<file path="config.mk">
export PLATFORM = sky130hd
export DESIGN_NAME = div_ghi_seq
export DESIGN_NICKNAME = d
export VERILOG_FILES = /design/src/rtl/div_seq_pkg.sv /design/src/rtl/div_seq_xreg.sv /design/src/rtl/div_ghi_seq.sv
export SDC_FILE = /design/constraint.sdc
export NUM_CORES = 1
export LEC_CHECK = 0
export ABC_AREA = 1
export ABC_CLOCK_PERIOD_IN_PS = 2300
export BUFFER_PORTS_ARGS = -buffer_cell sky130_fd_sc_hd__buf_2
export CELL_PAD_IN_SITES_DETAIL_PLACEMENT = 1
export CELL_PAD_IN_SITES_GLOBAL_PLACEMENT = 1
export CORE_UTILIZATION = 31
export CTS_CLUSTER_SIZE = 30
export DETAILED_ROUTE_END_ITERATION = 10
export PLACE_DENSITY = 0.82
export RECOVER_POWER = 50
export SLEW_MARGIN = 20
export SYNTH_ARGS = -nofsm -noshare
export SYNTH_HDL_FRONTEND = slang
export SYNTH_SLANG_ARGS = --single-unit
</file>
<file path="constraint.sdc">
create_clock -name clk -period 2.3 [get_ports clk]
set_input_delay 0.46 -clock clk [delete_from_list [all_inputs] [get_ports clk]]
set_output_delay 0.46 -clock clk [all_outputs]
set_load 0.01 [all_outputs]
</file>
<file path="src/rtl/div_seq_pkg.sv">
// Shared codes and widths for the Newton-Raphson divide sequencer.
// Optional convergence early exit is enabled by DIV_SEQ_EARLY_EXIT_EN.
package div_seq_pkg;

  localparam int W_SUM = 27;
  localparam int W_N   = 20;
  localparam int W_X   = 27;
  localparam int W_DPX = 47;
  localparam int W_Q   = 54;

  localparam logic [W_X-1:0] X_SAT = 27'h7FF_FFFF;

  localparam logic [3:0] IDLE     = 4'd0;
  localparam logic [3:0] LATCH    = 4'd1;
  localparam logic [3:0] CHECK    = 4'd2;
  localparam logic [3:0] SEED     = 4'd3;
  localparam logic [3:0] IT_FIRST = 4'd4;
  localparam logic [3:0] IT_LAST  = 4'd9;
  localparam logic [3:0] FINAL    = 4'd10;
  localparam logic [3:0] DONE     = 4'd11;

  typedef enum logic [3:0] {
    ST_IDLE  = IDLE,
    ST_LATCH = LATCH,
    ST_CHECK = CHECK,
    ST_SEED  = SEED,
    ST_IT4   = 4'd4,
    ST_IT5   = 4'd5,
    ST_IT6   = 4'd6,
    ST_IT7   = 4'd7,
    ST_IT8   = 4'd8,
    ST_IT9   = 4'd9,
    ST_FINAL = FINAL,
    ST_DONE  = DONE
  } state_t;

endpackage

</file>
<file path="src/rtl/div_seq_xreg.sv">
// Iterate register: saturating load of the datapath x output.
// Convergence flag only exists with DIV_SEQ_EARLY_EXIT_EN.
module div_seq_xreg
  import div_seq_pkg::*;
(
  input  logic             clk,
  input  logic             rst,
  input  logic             load,
  input  logic [W_DPX-1:0] dp_x,
`ifdef DIV_SEQ_EARLY_EXIT_EN
  output logic             conv,
`endif
  output logic [W_X-1:0]   reg_x
);

  function automatic logic [W_X-1:0] sat(
    input logic [W_DPX-1:0] v
  );
    return (v[W_DPX-1:W_X] != '0) ? X_SAT : v[W_X-1:0];
  endfunction

  logic [W_X-1:0] x_sat;

  assign x_sat = sat(dp_x);

`ifdef DIV_SEQ_EARLY_EXIT_EN
  assign conv = (x_sat == reg_x);
`endif

  always_ff @(posedge clk) begin
    if (rst) begin
      reg_x <= '0;
    end else if (load) begin
      reg_x <= x_sat;
    end
  end

endmodule

</file>
<file path="src/rtl/div_ghi_seq.sv">
// Sequencer for the sum_ghi / N Newton-Raphson divide datapath.
// Build with DIV_SEQ_EARLY_EXIT_EN to add the early_exit port.
module div_ghi_seq
  import div_seq_pkg::*;
#(
  parameter int NR_ITER = 3
) (
  input  logic             clk,
  input  logic             rst,
  input  logic             start,
  input  logic [W_SUM-1:0] sum_in,
  input  logic [W_N-1:0]   n_in,
  output logic             busy,
  output logic             done,
  output logic             div_by_zero,
  output logic [W_Q-1:0]   quotient,
`ifdef DIV_SEQ_EARLY_EXIT_EN
  output logic             early_exit,
`endif
  output logic [3:0]       sub_state,
  output logic             en,
  output logic [W_SUM-1:0] op_sum,
  output logic [W_N-1:0]   op_n,
  output logic [W_X-1:0]   reg_x,
  output logic [8:0]       reg_div,
  input  logic [W_DPX-1:0] dp_x,
  input  logic [W_Q-1:0]   dp_div
);

  localparam logic [3:0] LAST_IT = 4'(3 + 2 * NR_ITER);

  state_t     state;
  logic [3:0] code;
  logic       is_iter;
  logic       x_load;

  assign code    = state;
  assign is_iter = (code >= IT_FIRST) && (code <= IT_LAST);
  assign x_load  = (code == SEED) || (is_iter && code[0]);

`ifdef DIV_SEQ_EARLY_EXIT_EN
  logic x_conv;
  logic skip;

  assign early_exit = done & skip;
`endif

  div_seq_xreg u_xreg (
    .clk   (clk),
    .rst   (rst),
    .load  (x_load),
    .dp_x  (dp_x),
`ifdef DIV_SEQ_EARLY_EXIT_EN
    .conv  (x_conv),
`endif
    .reg_x (reg_x)
  );

  assign sub_state = code;
  assign busy      = (code != IDLE);
  assign en        = (code >= SEED) && (code <= FINAL);
  assign done      = (code == DONE);
  assign reg_div   = 9'd0;

  always_ff @(posedge clk) begin
    if (rst) begin
      state       <= ST_IDLE;
      op_sum      <= '0;
      op_n        <= '0;
      quotient    <= '0;
      div_by_zero <= 1'b0;
`ifdef DIV_SEQ_EARLY_EXIT_EN
      skip        <= 1'b0;
`endif
    end else begin
      unique case (state)
        ST_IDLE: begin
          if (start) begin
            state       <= ST_LATCH;
            op_sum      <= sum_in;
            op_n        <= n_in;
            quotient    <= '0;
            div_by_zero <= 1'b0;
`ifdef DIV_SEQ_EARLY_EXIT_EN
            skip        <= 1'b0;
`endif
          end
        end
        ST_LATCH: state <= ST_CHECK;
        ST_CHECK: begin
          if (op_n == '0) begin
            state       <= ST_DONE;
            div_by_zero <= 1'b1;
            quotient    <= '1;
          end else begin
            state <= ST_SEED;
          end
        end
        ST_SEED: state <= ST_IT4;
        ST_FINAL: begin
          quotient <= dp_div;
          state    <= ST_DONE;
        end
        ST_DONE: state <= ST_IDLE;
        default: begin
          // iteration codes; anything outside 4..9 is recovered to IDLE
          if (!is_iter) begin
            state <= ST_IDLE;
          end else if (code == LAST_IT) begin
            state <= ST_FINAL;
`ifdef DIV_SEQ_EARLY_EXIT_EN
          end else if (code[0] && x_conv) begin
            state <= ST_FINAL;
            skip  <= 1'b1;
`endif
          end else begin
            state <= state_t'(code + 4'd1);
          end
        end
      endcase
    end
  end

endmodule
</file>
==> summary.txt, run 1 <==
Floorplan
  • DIE AREA: 20200 µm²
  • Rows: 50
  • Starting Density: 32.1%
  • Chip height: 142 µm
  • I/O pin total: 296
  • CORE AREA: 19000 µm²
  • Die width: 142 µm

Worst setup path
  • R2R setup slack: 0.26 ns
  • Worst setup SP type: register
  • Crit path from: sub_state[0]$_SDFFE_PP0P_
  • R2r worst-path depth: 8
  • Worst r2r src: sub_state[0]$_SDFFE_PP0P_
  • Critical path arrival: 1.58 ns
  • Req. time, crit path: 1.84 ns
  • CP endpoint kind: output pin
  • CP max FO: 9
  • CP Class: register to output pin

GRT
  • Vias in the first global route: 6327
  • Grt ovf: 0
  • Wire length of the first global-routing pass: 30.9 mm
  • Initial antenna violation count: 1
  • Total GRT Usage: 19.1%
  • Largest net degree at the start of global routing: 56

Synthesis
  • Sequential fraction of the synthesis area: 43.7%
  • Yosys cell types: 28
  • Number of enable flip-flop cells after synthesis: 0
  • Xor and xnor area share after synthesis: 0%
  • Cell Area, Synth: 6090 µm²
  • Synth top area share: 43.7%
  • Synthesis warning total: 0
  • Most used DFF post-synth: dfxtp_1
  • Adder-cell share of the synthesized area: 1.03%
  • Cell taking the most area after synthesis: dfxtp_1
  • Synth Area in Simple Gates: 24.4%
  • Most frequent cell after synthesis: nand2_1
  • Syn Inst Count: 851
  • Post-synthesis mux area share: 0%
  • Ys async rst share: 0%
  • Compound-Gate Fraction of Synth Area: 18.2%
  • Syn avg cell area: 7.16 µm²
  • Largest family of logic cells by synthesized area: simple AND/OR/NAND/NOR gates
  • FF+latch count, synth: 133
  • Most frequent cells after synthesis: nand2_1 (206), dfxtp_1 (133), inv_1 (91)
  • Top post-synthesis cells by area: dfxtp_1 (44%), nand2_1 (13%), o21ai_0 (6.7%)

Cells and area
  • Layout Nets: 1265
  • Fraction of layout cells with a size suffix above 1: 22.0%
  • Fillers: 2513
  • Storage cell area: 2660 µm²
  • Multi-input logic area: 2690 µm²
  • Area Growth Syn to Fin: 32.6%

Pwr
  • Lkg Pwr: 0.00356 µW
  • Switching Fraction: 42.3%
  • Pwr dens: 1370 nW/µm²
  • Int Pwr: 6380 µW
  • Peak supply drop: 639 µV
  • Clock power frac: 26.7%
  • Switch Pwr: 4680 µW
  • Comb pwr share: 43.3%
  • Sequential Power Share: 30.0%

STA
  • Fin crit share: 88.7%
  • Fin. Hold Viols: 0
  • Worst-margin pin slew: 0.502 ns
  • Final TNS setup: 0 ns
  • RSZ-0062 raised after global routing: no
  • Max Fclk: 490 MHz
  • Max Clock Skew: 0.0130 ns
  • Max-slew violations: 0
  • Final setup fails: 0
  • Fin crit period: 2.04 ns
  • Slew headroom: 66.5%
  • Final worst slack: 0.261 ns

Hold path
  • Hold Crit Depth: 3
  • Hold Path Origin: sum_in[23]
  • Type of the worst min-delay path: input pin to register

CTS
  • CTS tree: built
  • Clk sinks: 133
  • H-tree depth: 4
  • Clock tree buffer depth: 2
  • Root buffer cell: clkbuf_16
  • Worst-Skew Late Latency: 0.41 ns
  • Hold-fix buffers, CTS: 0
  • Postcts setup bufs: 0
  • CTS clk-pin slew, worst paths: 0.07 ns
  • CTS buffer count: 17
  • Post_cts resized: 0

Detailed routing
  • Routed WL per cell: 13.8 µm
  • Final wirelength: 19.1 mm
  • DR vias/cell: 4.58
  • DR iter-0 viols: 248
  • # DRC: 0
  • Total number of vias: 6330
  • ANT nets after route: 0
  • Pre-antenna DRT Iters: 4

Placed design
  • IO buf count: 286
  • GP Congestion: 0.846
  • DP Wirelength: 13.4 mm
  • Setup WS pre-CTS: 0.279 ns

Job
  • Max_cap viols: 0

Outcome
  • Outcome: complete, no violations
==> worst max-delay path: stages, from the launching register on <==
cell and delay [ns]:
dfxtp_1 0.49, inv_1 0.14, ha_1 0.28, nand2_4 0.12, buf_2 0.15
==> flip-flops by register name, indices dropped and copies added, names as in the netlist <==
register / count
u_xreg.reg_x: 27
quotient: 54
sub_state: 4
op_sum: 27
op_n: 20
div_by_zero: 1
==> final cells by class <==
| type | instances | share of cell area (%) |
|---|---|---|
| antenna | 1 | 0.0310 |
| clock buffer | 19 | 5.48 |
| clock inverter | 13 | 2.43 |
| inverter | 97 | 4.60 |
| multi-input combinational | 564 | 33.3 |
| sequential | 133 | 33.0 |
| tap | 260 | 4.03 |
| timing repair buffer | 296 | 17.2 |
==> final timing paths <==
check,end
setup / recovery,busy
hold / removal,op_sum[23]$_SDFFE_PP0P_
setup reg to reg,u_xreg.reg_x[1]$_SDFFE_PP0P_
hold reg to reg,quotient[38]$_SDFFE_PP0P_
==> metal layers <==
metal,vias up,global-route usage [%],routed length (µm)
met4,0,6.51,295
met5,-,0,0
met3,15,5.08,1280
met2,207,32.5,9240
met1,2924,23.0,8250
li1,3184,-,-
==> power by group through the flow <==
stage	registers, µW	logic [µW]	clock network [µW]
6_report	3320	4790	2950
5_1_grt	3400	5430	3130
3_5_place_dp	3350	5050	0
4_1_cts	3310	5070	3030
2_1_floorplan	3620	3410	0
3_3_place_gp	3330	4970	0
==> logic make-up after synthesis <==
family | after synthesis
AO/OA/AOI/OAI | 196
adder cells (fa/ha/maj) | 5
buffers and inverters | 162
flip-flops | 133
other | 1
AND/OR/NAND/NOR | 354
==> cells in the final DEF, fill, tap and decap left out, drive strengths merged, types with 4 or more instances in the layout <==
cell type,netlist,layout
conb,1,9
buf,47,163
inv,97,101
o21ai,91,91
clkbuf,18,152
bufinv,0,4
ha,5,5
nor2,87,87
dfxtp,133,133
nand3,47,47
nand2,214,214
a21oi,104,104
==> metrics by stage <==
step	cells	hold slack, ns	area (µm²)	util (%)	power, µW
global placement	1350	0.434	7600	40.1	8300
detailed placement	1350	0.439	7600	40.1	8400
CTS	1382	0.296	8240	43.5	11400
finish	1383	0.315	8080	42.6	11100
floorplan	859	0.472	6120	-	7030
global route	1383	0.308	8080	42.6	12000
Power figures use the tool's default switching activity.
==> inputs of run 2 (changes only) <==
--- a/config.mk
+++ b/config.mk
@@ -13,9 +13,11 @@
 export CORE_UTILIZATION = 31
 export CTS_CLUSTER_SIZE = 30
 export DETAILED_ROUTE_END_ITERATION = 10
-export PLACE_DENSITY = 0.82
+export PLACE_DENSITY = 0.83
 export RECOVER_POWER = 50
+export SKIP_LAST_GASP = 1
 export SLEW_MARGIN = 20
 export SYNTH_ARGS = -nofsm -noshare
 export SYNTH_HDL_FRONTEND = slang
+export SYNTH_HIERARCHICAL = 1
 export SYNTH_SLANG_ARGS = --single-unit
==> run 2 against run 1 <==
  * Hold slack gained 0.0064 ns
  * Synthesized cell count increased by 1.3%
  * Maximum frequency decreased by 3.2%
  * Critical path depth increased by 2
  * Sequential cell count is the same
==> summary.txt, run 2 <==
Outcome
  • Outcome: complete, no violations (unchanged)

Floorplan
  • Die width: 142 µm (about the same)
  • Rows: 50 (unchanged)
  • I/O pin total: 296 (unchanged)
  • DIE AREA: 20200 µm² (about the same)
  • Starting Density: 32.1% (about the same)
  • CORE AREA: 19000 µm² (unchanged)
  • Chip height: 142 µm (about the same)

Hold path
  • Hold Crit Depth: 3 (unchanged)
  • Type of the worst min-delay path: input pin to register (unchanged)

Cells and area
  • Final Cell Area: 8040 µm² (was 8080 µm²)
  • Most common cell after layout, fill and taps aside: buf_2 (was nand2_1)
  • Most flops, register: quotient (unchanged)
  • Fillers: 2572 (was 2513)
  • Final cell count without fillers: 1390 (was 1383)
  • Largest regs: quotient: 54 flops, op_sum: 27 flops, u_xreg/reg_x: 27 flops (was quotient: 54 flops, op_sum: 27 flops, u_xreg.reg_x: 27 flops)
  • Largest register FFs: 54 (unchanged)
  • Layout Nets: 1273 (was 1265)
  • Fraction of layout cells with a size suffix above 1: 20.2% (was 22.0%)
  • Commonest non-fill, non-tap cells in the layout: buf_2 (154), nand2_1 (150), clkbuf_1 (133), dfxtp_1 (133) (was nand2_1 (205), buf_2 (153), clkbuf_1 (134))
  • Area Growth Syn to Fin: 32.2% (was 32.6%)

Worst setup path
  • CP max FO: 26 (was 9)
  • Critical path arrival: 1.65 ns (was 1.58 ns)
  • CP endpoint kind: output pin (unchanged)
  • Req. time, crit path: 1.84 ns (about the same)
  • Crit-path max cell delay: 0.44 ns (was 0.49 ns)
  • Cell at the slowest stage of the critical path: dfxtp_1 (unchanged)
  • Worst setup SP type: register (unchanged)
  • CP Class: register to output pin (unchanged)
  • Crit-path cells: inv_2 -> nor2_4 -> buf_4 -> nand2_1 -> nand2_1 -> buf_2 (was inv_1 -> ha_1 -> nand2_4 -> buf_2)
  • R2r worst-path depth: 9 (was 8)
  • Worst path most repeated cell: nand2_1
  • R2R setup slack: 0.32 ns (was 0.26 ns)

STA
  • RSZ-0062 raised after global routing: no (unchanged)
  • Max-slew violations: 0 (unchanged)
  • Worst-margin pin slew: 0.693 ns (was 0.502 ns)
  • Final TNS setup: 0 ns (unchanged)
  • Slew headroom: 53.7% (was 66.5%)
  • Final worst slack: 0.193 ns (was 0.261 ns)
  • Final setup fails: 0 (unchanged)
  • Fin crit period: 2.11 ns (was 2.04 ns)
  • Max Clock Skew: 0.00845 ns (was 0.0130 ns)
  • Max Fclk: 475 MHz (was 490 MHz)
  • Fin. Hold Viols: 0 (unchanged)
  • Fin crit share: 91.6% (was 88.7%)

Synthesis
  • Most frequent cell after synthesis: nand2_1 (unchanged)
  • Synth Area in Simple Gates: 26.0% (was 24.4%)
  • FF+latch count, synth: 133 (unchanged)
  • Xor and xnor area share after synthesis: 0% (unchanged)
  • Synthesis warning total: 6 (was 0)
  • Syn Inst Count: 862 (was 851)
  • Number of enable flip-flop cells after synthesis: 0 (unchanged)
  • Yosys cell types: 27 (was 28)
  • Post-synthesis mux area share: 0% (unchanged)
  • Cell taking the most area after synthesis: dfxtp_1 (unchanged)
  • Most used DFF post-synth: dfxtp_1 (unchanged)
  • Compound-Gate Fraction of Synth Area: 15.9% (was 18.2%)
  • Cell Area, Synth: 6080 µm² (was 6090 µm²)
  • Most frequent cells after synthesis: nand2_1 (151), dfxtp_1 (133), a21oi_1 (105), nand3_1 (105), inv_1 (95) (was nand2_1 (206), dfxtp_1 (133), inv_1 (91))
  • Top post-synthesis cells by area: dfxtp_1 (44%), nand2_1 (9.3%), a21oi_1 (8.6%) (was dfxtp_1 (44%), nand2_1 (13%), o21ai_0 (6.7%))
  • Syn avg cell area: 7.05 µm² (was 7.16 µm²)
  • Adder-cell share of the synthesized area: 1.03% (about the same)
  • Sequential fraction of the synthesis area: 43.8% (was 43.7%)
  • Largest family of logic cells by synthesized area: simple AND/OR/NAND/NOR gates (unchanged)
  • Ys async rst share: 0% (unchanged)
  • Synth top area share: 43.8% (was 43.7%)

GRT
  • Grt ovf: 0 (unchanged)
  • Wire length of the first global-routing pass: 31.3 mm (was 30.9 mm)
  • Total GRT Usage: 19.4% (was 19.1%)
  • Most used routing layer: met2 (unchanged)
  • Met2 Resource Use GR: 33.8% (was 32.5%)
  • Vias in the first global route: 6383 (was 6327)
  • Global-route met1 utilization: 22.6% (was 23.0%)
  • Grt met3 use: 5.48% (was 5.08%)
  • Largest net degree at the start of global routing: 57 (was 56)
  • Initial antenna violation count: 1 (unchanged)

CTS
  • H-tree depth: 4 (unchanged)
  • Worst-Skew Late Latency: 0.41 ns (about the same)
  • Post_cts resized: 0 (unchanged)
  • CTS tree: built (unchanged)
  • CTS buffer count: 17 (unchanged)
  • Postcts setup bufs: 0 (unchanged)
  • Clock tree buffer depth: 2 (unchanged)
  • Hold-fix buffers, CTS: 0 (unchanged)
  • Clk sinks: 133 (unchanged)
  • CTS clk-pin slew, worst paths: 0.06 ns (was 0.07 ns)
  • Root buffer cell: clkbuf_16 (unchanged)

Placed design
  • Setup WS pre-CTS: 0.287 ns (was 0.279 ns)
  • Dpl cells: 1358 (was 1350)
  • DP Wirelength: 13.9 mm (was 13.4 mm)
  • Cell Area, Placed: 7600 µm² (about the same)
  • GP Congestion: 0.772 (was 0.846)
  • IO buf count: 286 (unchanged)

Detailed routing
  • Routed WL per cell: 14.3 µm (was 13.8 µm)
  • Pre-antenna DRT Iters: 4 (unchanged)
  • ANT nets after route: 0 (unchanged)
  • DR iter-0 viols: 227 (was 248)
  • # DRC: 0 (unchanged)
  • Total number of vias: 6509 (was 6330)
  • Final wirelength: 19.9 mm (was 19.1 mm)
  • DR vias/cell: 4.68 (was 4.58)

Pwr
  • Pwr dens: 1360 nW/µm² (was 1370 nW/µm²)
  • Lkg Pwr: 0.00357 µW (was 0.00356 µW)
  • Peak supply drop: 567 µV (was 639 µV)

Job
  • Max_cap viols: 0 (unchanged)
==> run 2: changes by cell type after synthesis, moves of 4 or more <==
cell and delta:
a21oi_1 +32, a21oi_2 -31, clkbuf_1 +7, inv_1 +4, nand2_1 -55, nand3_1 +58, nor2_1 -10, nor2_2 +14
o21ai_0 +5, o21ai_1 -6
==> run 2: critical path, delay by kind of cell, from the launching register on <==
family / cells / cell delay (ns)
buffers and inverters: 3 / 0.53
DFF: 1 / 0.44
and+or+nand+nor: 3 / 0.27
==> run 2: report_power, final <==
group          leakage (µW)  internal (µW)  total, µW  switching, µW
registers           0.00109           2960       3310            344
clock network      0.000293           1770       2820           1050
logic               0.00219           1500       4800           3300
==> run 2: worst paths after layout <==
kind / from / endpoint
worst min register to register: quotient[31]$_SDFFE_PP0P_ / quotient[31]$_SDFFE_PP0P_
worst max-delay path: sub_state[3]$_SDFFE_PP0P_ / en
worst min-delay path: sum_in[15] / op_sum[15]$_SDFFE_PP0P_
worst max register to register: sub_state[0]$_SDFFE_PP0P_ / quotient[33]$_SDFFE_PP0P_
==> run 2: final cells by class <==
| class | count | area, µm² | share of cell area (%) |
|---|---|---|---|
| antenna | 1 | 2.50 | 0.0311 |
| tap | 260 | 325 | 4.05 |
| inverter | 99 | 372 | 4.62 |
| clock inverter | 11 | 150 | 1.87 |
| multi-input combinational | 566 | 2660 | 33.1 |
| clock buffer | 20 | 457 | 5.68 |
| timing repair buffer | 300 | 1410 | 17.5 |
| sequential | 133 | 2660 | 33.1 |
==> run 2: logic make-up (layout without fill, tap and decap cells) <==
group / count (synthesis) / count (layout)
buf+inv: 171 / 430
fa+ha+maj: 5 / 5
flops: 133 / 133
simple gates: 359 / 359
compound gates: 193 / 193
other cells: 1 / 10
==> run 2: layer usage <==
layer	up-vias	routed length [µm]	part of all wire, %
li1	3246	-	-
met5	-	13	0.065
met4	2	380	1.9
met2	197	9690	49
met1	3041	8540	43
met3	23	1320	6.6
==> run 2: through the flow <==
stage | total power [µW] | hold WS (ns) | utilization, %
after floorplan | 6810 | 0.472 | -
after global placement | 8230 | 0.434 | 40.1
after detailed placement | 8360 | 0.438 | 40.1
after CTS | 11200 | 0.299 | 43.3
after global routing | 11700 | 0.308 | 42.4
final | 10900 | 0.322 | 42.4
